$ cat config.mk
export PLATFORM = sky130hd
export DESIGN_NAME = t01_ai_move_evaluator_flat
export DESIGN_NICKNAME = d
export VERILOG_FILES = /design/src/rtl/t01_ai_move_evaluator_pkg.sv /design/src/rtl/t01_ai_move_evaluator_if.sv /design/src/rtl/t01_ai_move_evaluator_score_calc.sv /design/src/rtl/t01_ai_move_evaluator.sv /design/src/flat_wrapper.sv
export SDC_FILE = /design/constraint.sdc
export NUM_CORES = 1
export LEC_CHECK = 0
export ABC_AREA = 1
export CELL_PAD_IN_SITES_DETAIL_PLACEMENT = 0
export CELL_PAD_IN_SITES_GLOBAL_PLACEMENT = 1
export CORE_ASPECT_RATIO = 1.2
export CORE_MARGIN = 8
export CORE_UTILIZATION = 34
export DETAILED_ROUTE_END_ITERATION = 10
export PLACE_DENSITY = 0.8
export SLEW_MARGIN = 20
export SYNTH_ARGS = -nofsm -noshare
export SYNTH_HDL_FRONTEND = slang
export SYNTH_SLANG_ARGS = --single-unit
$ cat constraint.sdc
create_clock -name clk -period 9.6 [get_ports clk]
set_clock_uncertainty 0.2 [all_clocks]
set_input_delay 0.96 -clock clk [delete_from_list [all_inputs] [get_ports clk]]
set_output_delay 0.96 -clock clk [all_outputs]
set_load 0.03 [all_outputs]
$ cat src/rtl/t01_ai_move_evaluator_pkg.sv
// Shared types and constants for the AI move evaluator: FSM state encoding,
// field widths, score limits and default feature weights.
package t01_ai_pkg;

    typedef enum logic [2:0] {
        IDLE     = 3'd0,
        LOAD     = 3'd1,
        REQ      = 3'd2,
        WAIT_ACK = 3'd3,
        WAIT_RES = 3'd4,
        SCORE    = 3'd5,
        RELEASE  = 3'd6,
        DONE     = 3'd7
    } eval_state_t;

    localparam int MAX_CANDIDATES = 40;
    localparam int SCORE_W        = 16;
    localparam int CAND_W         = 6;
    localparam int BOARD_W        = 200;
    localparam int LINES_W        = 3;
    localparam int FEAT_W         = 8;
    localparam int WAIT_CNT_W     = 6;

    localparam logic signed [SCORE_W-1:0] SCORE_MIN = 16'sh8000;

    localparam int DEF_W_LINES  = 16;
    localparam int DEF_W_HOLES  = 8;
    localparam int DEF_W_BUMP   = 2;
    localparam int DEF_W_HEIGHT = 1;

    // Requests above the list capacity are treated as a full list.
    function automatic logic [CAND_W-1:0] clamp_count(input logic [CAND_W-1:0] n);
        return (n > CAND_W'(MAX_CANDIDATES)) ? CAND_W'(MAX_CANDIDATES) : n;
    endfunction

endpackage

$ cat src/rtl/t01_ai_move_evaluator_if.sv
// Candidate-board lookup and feature-extractor handshake bundle.
// master: the evaluator; slave: the board store plus feature extractor.
interface t01_ai_move_evaluator_if;
    import t01_ai_pkg::*;

    logic [CAND_W-1:0]  cand_idx;
    logic [BOARD_W-1:0] cand_board;
    logic               start_extract;
    logic [BOARD_W-1:0] next_board;
    logic               extract_ready;
    logic [LINES_W-1:0] feat_lines;
    logic [FEAT_W-1:0]  feat_holes;
    logic [FEAT_W-1:0]  feat_bump;
    logic [FEAT_W-1:0]  feat_height;

    modport master (
        output cand_idx,
        output start_extract,
        output next_board,
        input  cand_board,
        input  extract_ready,
        input  feat_lines,
        input  feat_holes,
        input  feat_bump,
        input  feat_height
    );

    modport slave (
        input  cand_idx,
        input  start_extract,
        input  next_board,
        output cand_board,
        output extract_ready,
        output feat_lines,
        output feat_holes,
        output feat_bump,
        output feat_height
    );

endinterface

$ cat src/rtl/t01_ai_move_evaluator_score_calc.sv
// Combinational weighted sum of board features:
//   score = W_LINES*lines - W_HOLES*holes - W_BUMP*bump - W_HEIGHT*height
// evaluated in SCORE_W-bit two's complement with features zero-extended.
module t01_ai_score_calc
    import t01_ai_pkg::*;
#(
    parameter int W_LINES  = DEF_W_LINES,
    parameter int W_HOLES  = DEF_W_HOLES,
    parameter int W_BUMP   = DEF_W_BUMP,
    parameter int W_HEIGHT = DEF_W_HEIGHT
) (
    input  logic [LINES_W-1:0]        lines,
    input  logic [FEAT_W-1:0]         holes,
    input  logic [FEAT_W-1:0]         bump,
    input  logic [FEAT_W-1:0]         height,
    output logic signed [SCORE_W-1:0] score
);

    localparam logic signed [SCORE_W-1:0] WL = SCORE_W'(W_LINES);
    localparam logic signed [SCORE_W-1:0] WH = SCORE_W'(W_HOLES);
    localparam logic signed [SCORE_W-1:0] WB = SCORE_W'(W_BUMP);
    localparam logic signed [SCORE_W-1:0] WT = SCORE_W'(W_HEIGHT);

    logic signed [SCORE_W-1:0] lines_s;
    logic signed [SCORE_W-1:0] holes_s;
    logic signed [SCORE_W-1:0] bump_s;
    logic signed [SCORE_W-1:0] height_s;

    // Widen unsigned features into the signed score domain, then weight and sum
    always_comb begin
        lines_s  = signed'(SCORE_W'(lines));
        holes_s  = signed'(SCORE_W'(holes));
        bump_s   = signed'(SCORE_W'(bump));
        height_s = signed'(SCORE_W'(height));
        score    = (WL * lines_s) - (WH * holes_s) - (WB * bump_s) - (WT * height_s);
    end

endmodule

$ cat src/rtl/t01_ai_move_evaluator.sv
// AI move evaluator: walks a list of candidate boards, sends each to an
// external feature extractor, scores the returned features and reports the
// highest-scoring candidate (ties keep the lower index).
// Optional build macro T01_AI_EVAL_TIMEOUT_EN adds an extractor watchdog that
// aborts a stalled evaluation and raises a sticky eval_error.
module t01_ai_move_evaluator
    import t01_ai_pkg::*;
#(
    parameter int W_LINES  = DEF_W_LINES,
    parameter int W_HOLES  = DEF_W_HOLES,
    parameter int W_BUMP   = DEF_W_BUMP,
    parameter int W_HEIGHT = DEF_W_HEIGHT
) (
    input  logic                      clk,
    input  logic                      reset,
    input  logic                      start_eval,
    input  logic [CAND_W-1:0]         num_candidates,
    t01_ai_move_evaluator_if.master   ext,
    output logic                      busy,
    output logic                      eval_done,
    output logic [CAND_W-1:0]         best_idx,
    output logic signed [SCORE_W-1:0] best_score,
    output logic                      eval_error
);

    eval_state_t               state;
    logic [CAND_W-1:0]         count;
    logic [CAND_W-1:0]         cand_idx;
    logic [BOARD_W-1:0]        next_board;
    logic                      start_extract;
    logic [LINES_W-1:0]        lines_q;
    logic [FEAT_W-1:0]         holes_q;
    logic [FEAT_W-1:0]         bump_q;
    logic [FEAT_W-1:0]         height_q;
    logic signed [SCORE_W-1:0] score;

`ifdef T01_AI_EVAL_TIMEOUT_EN
    logic [WAIT_CNT_W-1:0]     wait_cnt;
    logic                      wait_expired;

    // Counter values 0..62 cover 63 stalled cycles in a wait state.
    assign wait_expired = (wait_cnt == WAIT_CNT_W'(62));
`else
    assign eval_error = 1'b0;
`endif

    assign ext.cand_idx      = cand_idx;
    assign ext.next_board    = next_board;
    assign ext.start_extract = start_extract;

    // Features are captured when ready is seen so SCORE does not depend on
    // the extractor holding its outputs after start_extract drops.
    t01_ai_score_calc #(
        .W_LINES  (W_LINES),
        .W_HOLES  (W_HOLES),
        .W_BUMP   (W_BUMP),
        .W_HEIGHT (W_HEIGHT)
    ) u_score_calc (
        .lines  (lines_q),
        .holes  (holes_q),
        .bump   (bump_q),
        .height (height_q),
        .score  (score)
    );

    // Evaluation sequencer: candidate walk, extractor handshake, best tracking
    always_ff @(posedge clk or posedge reset) begin
        if (reset) begin
            state         <= IDLE;
            count         <= '0;
            cand_idx      <= '0;
            next_board    <= '0;
            start_extract <= 1'b0;
            lines_q       <= '0;
            holes_q       <= '0;
            bump_q        <= '0;
            height_q      <= '0;
            busy          <= 1'b0;
            eval_done     <= 1'b0;
            best_idx      <= '0;
            best_score    <= '0;
`ifdef T01_AI_EVAL_TIMEOUT_EN
            wait_cnt      <= '0;
            eval_error    <= 1'b0;
`endif
        end else begin
            eval_done <= 1'b0;
            case (state)
                IDLE: begin
                    if (start_eval) begin
                        count      <= clamp_count(num_candidates);
                        cand_idx   <= '0;
                        best_idx   <= '0;
                        best_score <= SCORE_MIN;
                        busy       <= 1'b1;
`ifdef T01_AI_EVAL_TIMEOUT_EN
                        eval_error <= 1'b0;
`endif
                        if (num_candidates == '0) begin
                            eval_done <= 1'b1;
                            state     <= DONE;
                        end else begin
                            state     <= LOAD;
                        end
                    end
                end

                LOAD: begin
                    next_board    <= ext.cand_board;
                    start_extract <= 1'b1;
                    state         <= REQ;
                end

                REQ: begin
`ifdef T01_AI_EVAL_TIMEOUT_EN
                    wait_cnt <= '0;
`endif
                    state    <= WAIT_ACK;
                end

                WAIT_ACK: begin
                    if (!ext.extract_ready) begin
`ifdef T01_AI_EVAL_TIMEOUT_EN
                        wait_cnt <= '0;
`endif
                        state    <= WAIT_RES;
                    end
`ifdef T01_AI_EVAL_TIMEOUT_EN
                    else if (wait_expired) begin
                        start_extract <= 1'b0;
                        eval_error    <= 1'b1;
                        eval_done     <= 1'b1;
                        state         <= DONE;
                    end else begin
                        wait_cnt <= wait_cnt + WAIT_CNT_W'(1);
                    end
`endif
                end

                WAIT_RES: begin
                    if (ext.extract_ready) begin
                        lines_q       <= ext.feat_lines;
                        holes_q       <= ext.feat_holes;
                        bump_q        <= ext.feat_bump;
                        height_q      <= ext.feat_height;
                        start_extract <= 1'b0;
                        state         <= SCORE;
                    end
`ifdef T01_AI_EVAL_TIMEOUT_EN
                    else if (wait_expired) begin
                        start_extract <= 1'b0;
                        eval_error    <= 1'b1;
                        eval_done     <= 1'b1;
                        state         <= DONE;
                    end else begin
                        wait_cnt <= wait_cnt + WAIT_CNT_W'(1);
                    end
`endif
                end

                SCORE: begin
                    if (score > best_score) begin
                        best_score <= score;
                        best_idx   <= cand_idx;
                    end
                    state <= RELEASE;
                end

                RELEASE: begin
                    if (cand_idx == count - CAND_W'(1)) begin
                        eval_done <= 1'b1;
                        state     <= DONE;
                    end else begin
                        cand_idx  <= cand_idx + CAND_W'(1);
                        state     <= LOAD;
                    end
                end

                DONE: begin
                    busy  <= 1'b0;
                    state <= IDLE;
                end

                default: begin
                    start_extract <= 1'b0;
                    busy          <= 1'b0;
                    state         <= IDLE;
                end
            endcase
        end
    end

endmodule

$ cat src/flat_wrapper.sv
// flat-port wrapper written by rule: the top's interface ports become plain ports
module t01_ai_move_evaluator_flat import t01_ai_pkg::*;
#(
    parameter int W_LINES  = DEF_W_LINES,
    parameter int W_HOLES  = DEF_W_HOLES,
    parameter int W_BUMP   = DEF_W_BUMP,
    parameter int W_HEIGHT = DEF_W_HEIGHT
)
  (clk, reset, start_eval, num_candidates, busy, eval_done, best_idx, best_score, eval_error, ext_cand_idx, ext_start_extract, ext_next_board, ext_cand_board, ext_extract_ready, ext_feat_lines, ext_feat_holes, ext_feat_bump, ext_feat_height);
  t01_ai_move_evaluator_if ext_i ();
  input  logic clk;
  input  logic reset;
  input  logic start_eval;
  input  logic [CAND_W-1:0] num_candidates;
  output logic busy;
  output logic eval_done;
  output logic [CAND_W-1:0] best_idx;
  output logic signed [SCORE_W-1:0] best_score;
  output logic eval_error;
  output wire logic [$bits(ext_i.cand_idx)-1:0] ext_cand_idx;
  output wire logic [$bits(ext_i.start_extract)-1:0] ext_start_extract;
  output wire logic [$bits(ext_i.next_board)-1:0] ext_next_board;
  input wire logic [$bits(ext_i.cand_board)-1:0] ext_cand_board;
  input wire logic [$bits(ext_i.extract_ready)-1:0] ext_extract_ready;
  input wire logic [$bits(ext_i.feat_lines)-1:0] ext_feat_lines;
  input wire logic [$bits(ext_i.feat_holes)-1:0] ext_feat_holes;
  input wire logic [$bits(ext_i.feat_bump)-1:0] ext_feat_bump;
  input wire logic [$bits(ext_i.feat_height)-1:0] ext_feat_height;
  assign ext_cand_idx = ext_i.cand_idx;
  assign ext_start_extract = ext_i.start_extract;
  assign ext_next_board = ext_i.next_board;
  assign ext_i.cand_board = ext_cand_board;
  assign ext_i.extract_ready = ext_extract_ready;
  assign ext_i.feat_lines = ext_feat_lines;
  assign ext_i.feat_holes = ext_feat_holes;
  assign ext_i.feat_bump = ext_feat_bump;
  assign ext_i.feat_height = ext_feat_height;
  t01_ai_move_evaluator #(.W_LINES(W_LINES), .W_HOLES(W_HOLES), .W_BUMP(W_BUMP), .W_HEIGHT(W_HEIGHT)) u_core (.clk(clk), .reset(reset), .start_eval(start_eval), .num_candidates(num_candidates), .ext(ext_i), .busy(busy), .eval_done(eval_done), .best_idx(best_idx), .best_score(best_score), .eval_error(eval_error));
endmodule
; After elaboration in Yosys (flattened, before gate mapping)
; Index checks and enable logic that the tools add are counted.
[op_classes]
addsub = 5
n_eq_ne = 13
n_lt_le_gt_ge = 2
mux = 23
reduce_logical = 13
[ops]
columns = op, count
row1 = $mux 16, 2
row2 = $pmux 16 s2, 1
row3 = $mux 6, 4
row4 = $pmux 3 s8, 1
row5 = $pmux 6 s2, 2
row6 = $gt 14x16->1, 1
row7 = $mux 3, 5
row8 = $sub 13x9->14, 1
row9 = $sub 12x10->13, 1
row10 = $eq 3x3->1 const B, 4
row11 = $sub 7x11->12, 1
row12 = $reduce_and 3->1, 3
row13 = $ne 2x2->1 const B, 4
row14 = $reduce_and 2->1, 4
row15 = $reduce_bool 2->1, 4
row16 = $add 6x1->6 const B, 1
row17 = $eq 3x2->1 const B, 2
row18 = $eq 6x6->1, 1
row19 = $gt 6x6->1 const B, 1
row20 = $logic_not 6->1, 1
row21 = $pmux 1 s2, 3
row22 = $sub 6x1->6 const B, 1
row23 = $mux 1, 5
row24 = $eq 3x1->1 const B, 1
row25 = other kinds (2), 2
[totals]
out_inout_bits = 232
wordCells = 69
reg_bits = 267
in_bits = 237

; Depth between registers and ports, before layout
[logic_depth]
depth_word = 6
depth_mapped = 33
ltp_nobuf = 32

; By module
; Synthesis repeated with hierarchy kept, for this count alone.
[unflattened]
cells_unflattened = 1048
hier_area_um2 = 12004.0
[modules_own_cells]
columns = mod, seq_area_each_um2, n_inst, area_per_inst_um2, cells_each
row1 = t01_ai_move_evaluator, 6681.4, 1, 11044.3, 905
row2 = t01_ai_score_calc, 0.0, 1, 959.7, 143

; Worst setup path after synthesis
; OpenSTA, ideal clock, no wires.
[synth_timing]
path_kind = reg2reg
from = register u_core.holes_q[0]
to = register u_core.best_idx[0]
t_required_ps = 9280
stages_incl_launch_ff = 29
synth_period_minus_slack_ps = 4413
slack_ps = 5187
setup_ps = 120
t_arrival_ps = 4093
cell_sequence = dfrtp_1 > fa_1 > o21ai_0 > xor2_1 > fa_1 > ha_1 > nand2_1 > inv_1 > a21oi_1 > nand2_1 > nand2_1 > nand3_1 > nand2_2 > nand2_1 > inv_1 > ha_1 > nand2_1 > inv_1 > nand2_1 > nand2_1 > nand2_1 > nand2_1 > o21ai_0 > nand2_2 > nand2_2 > nand2_2 > buf_6 > nand2_1 > nand2_1
[synth_via]
elab_chain_len = 6
[synth_rtl]
columns = item, line
row1 = start: declaration, t01_ai_move_evaluator.sv:32  ; logic [FEAT_W-1:0] holes_q;
row2 = start signal: assignment, t01_ai_move_evaluator.sv:143  ; holes_q <= ext.feat_holes;
row3 = $sub 7x11->12, t01_ai_move_evaluator_score_calc.sv:35  ; score = (WL * lines_s) - (WH * holes_s) - (WB * bump_s) - (WT * height_s);
row4 = $sub 12x10->13, t01_ai_move_evaluator_score_calc.sv:35
row5 = $sub 13x9->14, t01_ai_move_evaluator_score_calc.sv:35
row6 = $gt 14x16->1, t01_ai_move_evaluator.sv:162  ; if (score > best_score) begin
row7 = $ne 2x1->1 (no line), n/a
row8 = $reduce_and 3->1 (no line), n/a
row9 = end signal: assignment, t01_ai_move_evaluator.sv:164  ; best_idx <= cand_idx;
row10 = end: declaration, t01_ai_move_evaluator.sv:21  ; output logic [CAND_W-1:0] best_idx,
; Every way passes these cells.
; A chain may end at the register's enable or synchronous reset.

; Final worst setup path
[layout_timing]
from = register u_core.holes_q[0]
to = register u_core.best_idx[3]
; The elaborated chain is that of the path after synthesis.

==> summary.md <==
| Metric | Value |
|---|---|
| P_sw | `~3.7 mW` |
| Max IR drop VDD | `0.253 mV` |
| R2R setup slack | `4.55 ns` |
| Req. time, crit path | `9.84 ns` |
| Met3 wire len | `3360 microns` |
| FF+latch area | `6660 sq um` |
| WL/cell | `20.3 microns` |
| Sink Count | `266` |
| Initial antenna violation count | `1` |
| Post-synth ARST share | `1.00` |
| Largest cells by area after synthesis | `dfrtp_1, mux2_2, nand2_1` |
| DP Area | `16800 sq um` |
| Root buffer cell | `clkbuf_16` |
| Fmax achieved | `198 MHz` |
| I/O pins | `469` |
| Unrepaired setup endpoints after global routing | `no` |
| Port-buffer cells | `467` |
| Area of the multi-input gates | `approximately 4500 sq um` |
| Post-CTS Setup Repair Bufs | `0` |
| Post-route ant nets | `0` |
| Final Cell Area | `17800 sq um` |
| Min Hold Slack | `0.280 ns` |
| R2r startpoint | `u_core.holes_q[0]$_DFFE_PP0P_` |
| Clock share of power | `0.144` |
| Largest net degree at the start of global routing | `122` |
| Static Leakage | `7.76 nW` |
| Post-DP HPWL | `30300 microns` |
| Placed cell count | `1878` |
| Num CTS Buffers | `30` |
| Commonest cells post-synth | `dfrtp_1, mux2_2, nand2_1` |
| Slew Viols, Final | `0` |
| Die height | `220 microns` |
| Cell count after synthesis | `983` |
| Die Wd | `186 microns` |
| End of the critical path | `u_core.best_idx[3]$_DFFE_PP0P_` |
| Initial core utilization | `0.342` |
| R2R Path End | `u_core.best_idx[3]$_DFFE_PP0P_` |
| # nets final | `1724` |
| Internal power | `around 4.5 mW` |
| Die area | `41000 sq um` |
| Worst-Margin Slew | `approximately 1.0 ns` |
| Clock slew at reported path FFs | `0.06 ns` |
| Top-count cell post-synth | `dfrtp_1` |
| Status | `completed` |
| GR Overflow Total | `0` |
| CTS Buffer Depth | `3` |
| Cell Rows | `between 70 and 80` |
| Crit path from | `u_core.holes_q[0]$_DFFE_PP0P_` |
| Post-synth EDFFs | `0` |
| Met2 wire length | `20400 microns` |
| Sequential power share | `0.239` |
| Yosys top cell by area | `dfrtp_1` |
| All-layer global routing usage | `0.183` |
| First-pass GRT wire length | `57800 microns` |
| Seq/Total Area, Yosys | `0.563` |
| Uppermost layer routed | `met4` |
| Syn_area_per_cell | `12.0 sq um` |
| DRT Pass-1 Iters | `4` |
| Post-synthesis cell area | `11800 sq um` |
| R2R depth | `27` |
| Hold Fails Final Rpt | `0` |
| Area Growth Syn to Fin | `50.5%` |
| Relative slew slack | `0.301` |
| Final setup TNS | `0 ns` |
| DR vias | `between 8000 and 9000` |
| Crit path kind | `reg -> reg` |
| Ys flop type | `dfrtp_1` |
| RD Place Congestion | `0.837` |
| Post-synth top area share | `0.563` |
| CP max FO | `21` |
| Sw Share | `0.449` |
| CTS Hold Bufs | `0` |
| Routed wire length | `39200 microns` |
| Cell Pwr Density | `463 nW/um^2` |
| Final Non-Filler Cells | `approximately 1900` |
| Logic gate share of total power | `0.617` |
| Worst EP arrival | `5.29 ns` |
| Synthesis-stage register bit count | `266` |
| DRT met1 WL | `14600 microns` |
| Setup WS pre-CTS | `around 4.6 ns` |
| Final core utilization | `0.514` |
| Post-synth cell types | `37` |
| Total power | `~8.2 mW` |
| Tmin final | `5.05 ns` |
| CP startpoint kind | `flip-flop` |
| Initial drt markers | `370` |
| Layout cell share with drive strength beyond 1 | `0.182` |
| Final setup vio count | `0` |
| DR DRC count | `0` |
| Number of global-route vias before repair | `9641` |
| CP Capture Type | `flip-flop` |
| Yosys warns | `0` |
| Vias/cell | `4.61` |
| Fill count | `3009` |
| MaxCap Viol Count | `0` |
| Final period util | `0.526` |
| Post_cts resized | `0` |
| Synth Net Count | `1259` |
| Core Region | `~35000 sq um` |
| # H-tree levels | `1` |
| Min setup slack post-route | `4.55 ns` |
| TritonCTS clock tree | `built` |
| Worst skew pair latency | `0.56 ns` |
| Hold Path Class | `reg -> reg` |
## cell type report
class                      instances  share of cell area
sequential                       266               0.374
antenna                            2            0.000281
tap                              462              0.0325
clock buffer                      47              0.0502
clock inverter                     8             0.00759
timing repair buffer             471               0.264
multi-input combinational        586               0.251
inverter                          93              0.0200
## routing by layer
metal / global-route usage / vias to the layer above
li1: - / 4176
met1: 0.205 / 4368
met2: 0.324 / 319
met3: 0.0631 / 48
met4: 0.0514 / 0
met5: 0 / -
## how the worst min path moves through the flow
stage                                         startpoint                             end  slack [ns]  cells past startpoint
after detailed placement    u_core.bump_q[0]$_DFFE_PP0P_    u_core.bump_q[0]$_DFFE_PP0P_        0.27                      2
after CTS                   u_core.bump_q[0]$_DFFE_PP0P_    u_core.bump_q[0]$_DFFE_PP0P_        0.28                      2
final                       u_core.bump_q[0]$_DFFE_PP0P_    u_core.bump_q[0]$_DFFE_PP0P_        0.28                      2
after global routing      u_core.height_q[1]$_DFFE_PP0P_  u_core.height_q[1]$_DFFE_PP0P_        0.31                      2
after floorplan             u_core.bump_q[0]$_DFFE_PP0P_    u_core.bump_q[0]$_DFFE_PP0P_        0.25                      2
after global placement     u_core.lines_q[1]$_DFFE_PP0P_   u_core.lines_q[1]$_DFFE_PP0P_        0.26                      2
## flip-flops by register name, summed over array words and instances (netlist names), 6 cells and up
name / cells
u_core.ext.cand_idx: 6
u_core.height_q: 8
u_core.ext.next_board: 200
u_core.holes_q: 8
u_core.best_idx: 6
u_core.best_score: 15
u_core.bump_q: 8
u_core.count: 6
## critical path: stages (launching register included)
cell and delay [ns]:
dfrtp_1 0.42, fa_1 0.47, o21ai_0 0.41, xor2_1 0.21
fa_1 0.44, ha_1 0.38, nand2_1 0.12, inv_1 0.04
a21oi_1 0.17, nand2_1 0.07, nand2_1 0.10, nand3_1 0.12
nand2_2 0.11, nand2_1 0.07, inv_1 0.05, ha_1 0.23
nand2_1 0.10, inv_1 0.04, nand2_1 0.06, nand2_1 0.06
nand2_1 0.08, nand2_1 0.05, o21ai_0 0.20, nand2_2 0.11
nand2_2 0.10, nand2_2 0.27, nand2_1 0.16, nand2_1 0.07
## power groups by stage
stage	clock, mW	sequential, mW	combinational, mW
after detailed placement	0	1.98	5.14
after floorplan	0	2.87	2.53
after global routing	1.27	2.04	5.56
final	1.19	1.97	5.09
after global placement	0	1.96	5.09
after CTS	1.23	1.97	5.16
## cell families after synthesis
group	share of synthesized area
simple gates	0.0949
mux	0.190
fa+ha+maj	0.0457
compound gates	0.0278
other cells	0.000317
xor+xnor	0.0178
flops	0.563
buf+inv	0.0603
## cells in the final DEF, fill, tap and decap left out, types with 2 or more instances in the layout
cell	n
a21oi_1	17
clkinv_2	2
clkbuf_8	8
inv_1	90
nand2_1	166
diode_2	2
clkdlybuf4s50_1	467
nor2_1	25
nor2_4	2
clkbuf_1	9
nand2_2	6
bufinv_16	3
o21ai_1	4
fa_1	7
inv_8	2
nand3_1	25
buf_4	4
nor3_1	4
a31oi_1	3
o21ai_0	32
xor2_1	17
ha_1	32
dfrtp_1	266
clkbuf_16	30
nor2_2	4
nand2_4	2
mux2_2	200
a21o_1	2
inv_2	2
nand4_1	22
xnor2_1	7
(Power assumes the default switching activity.)
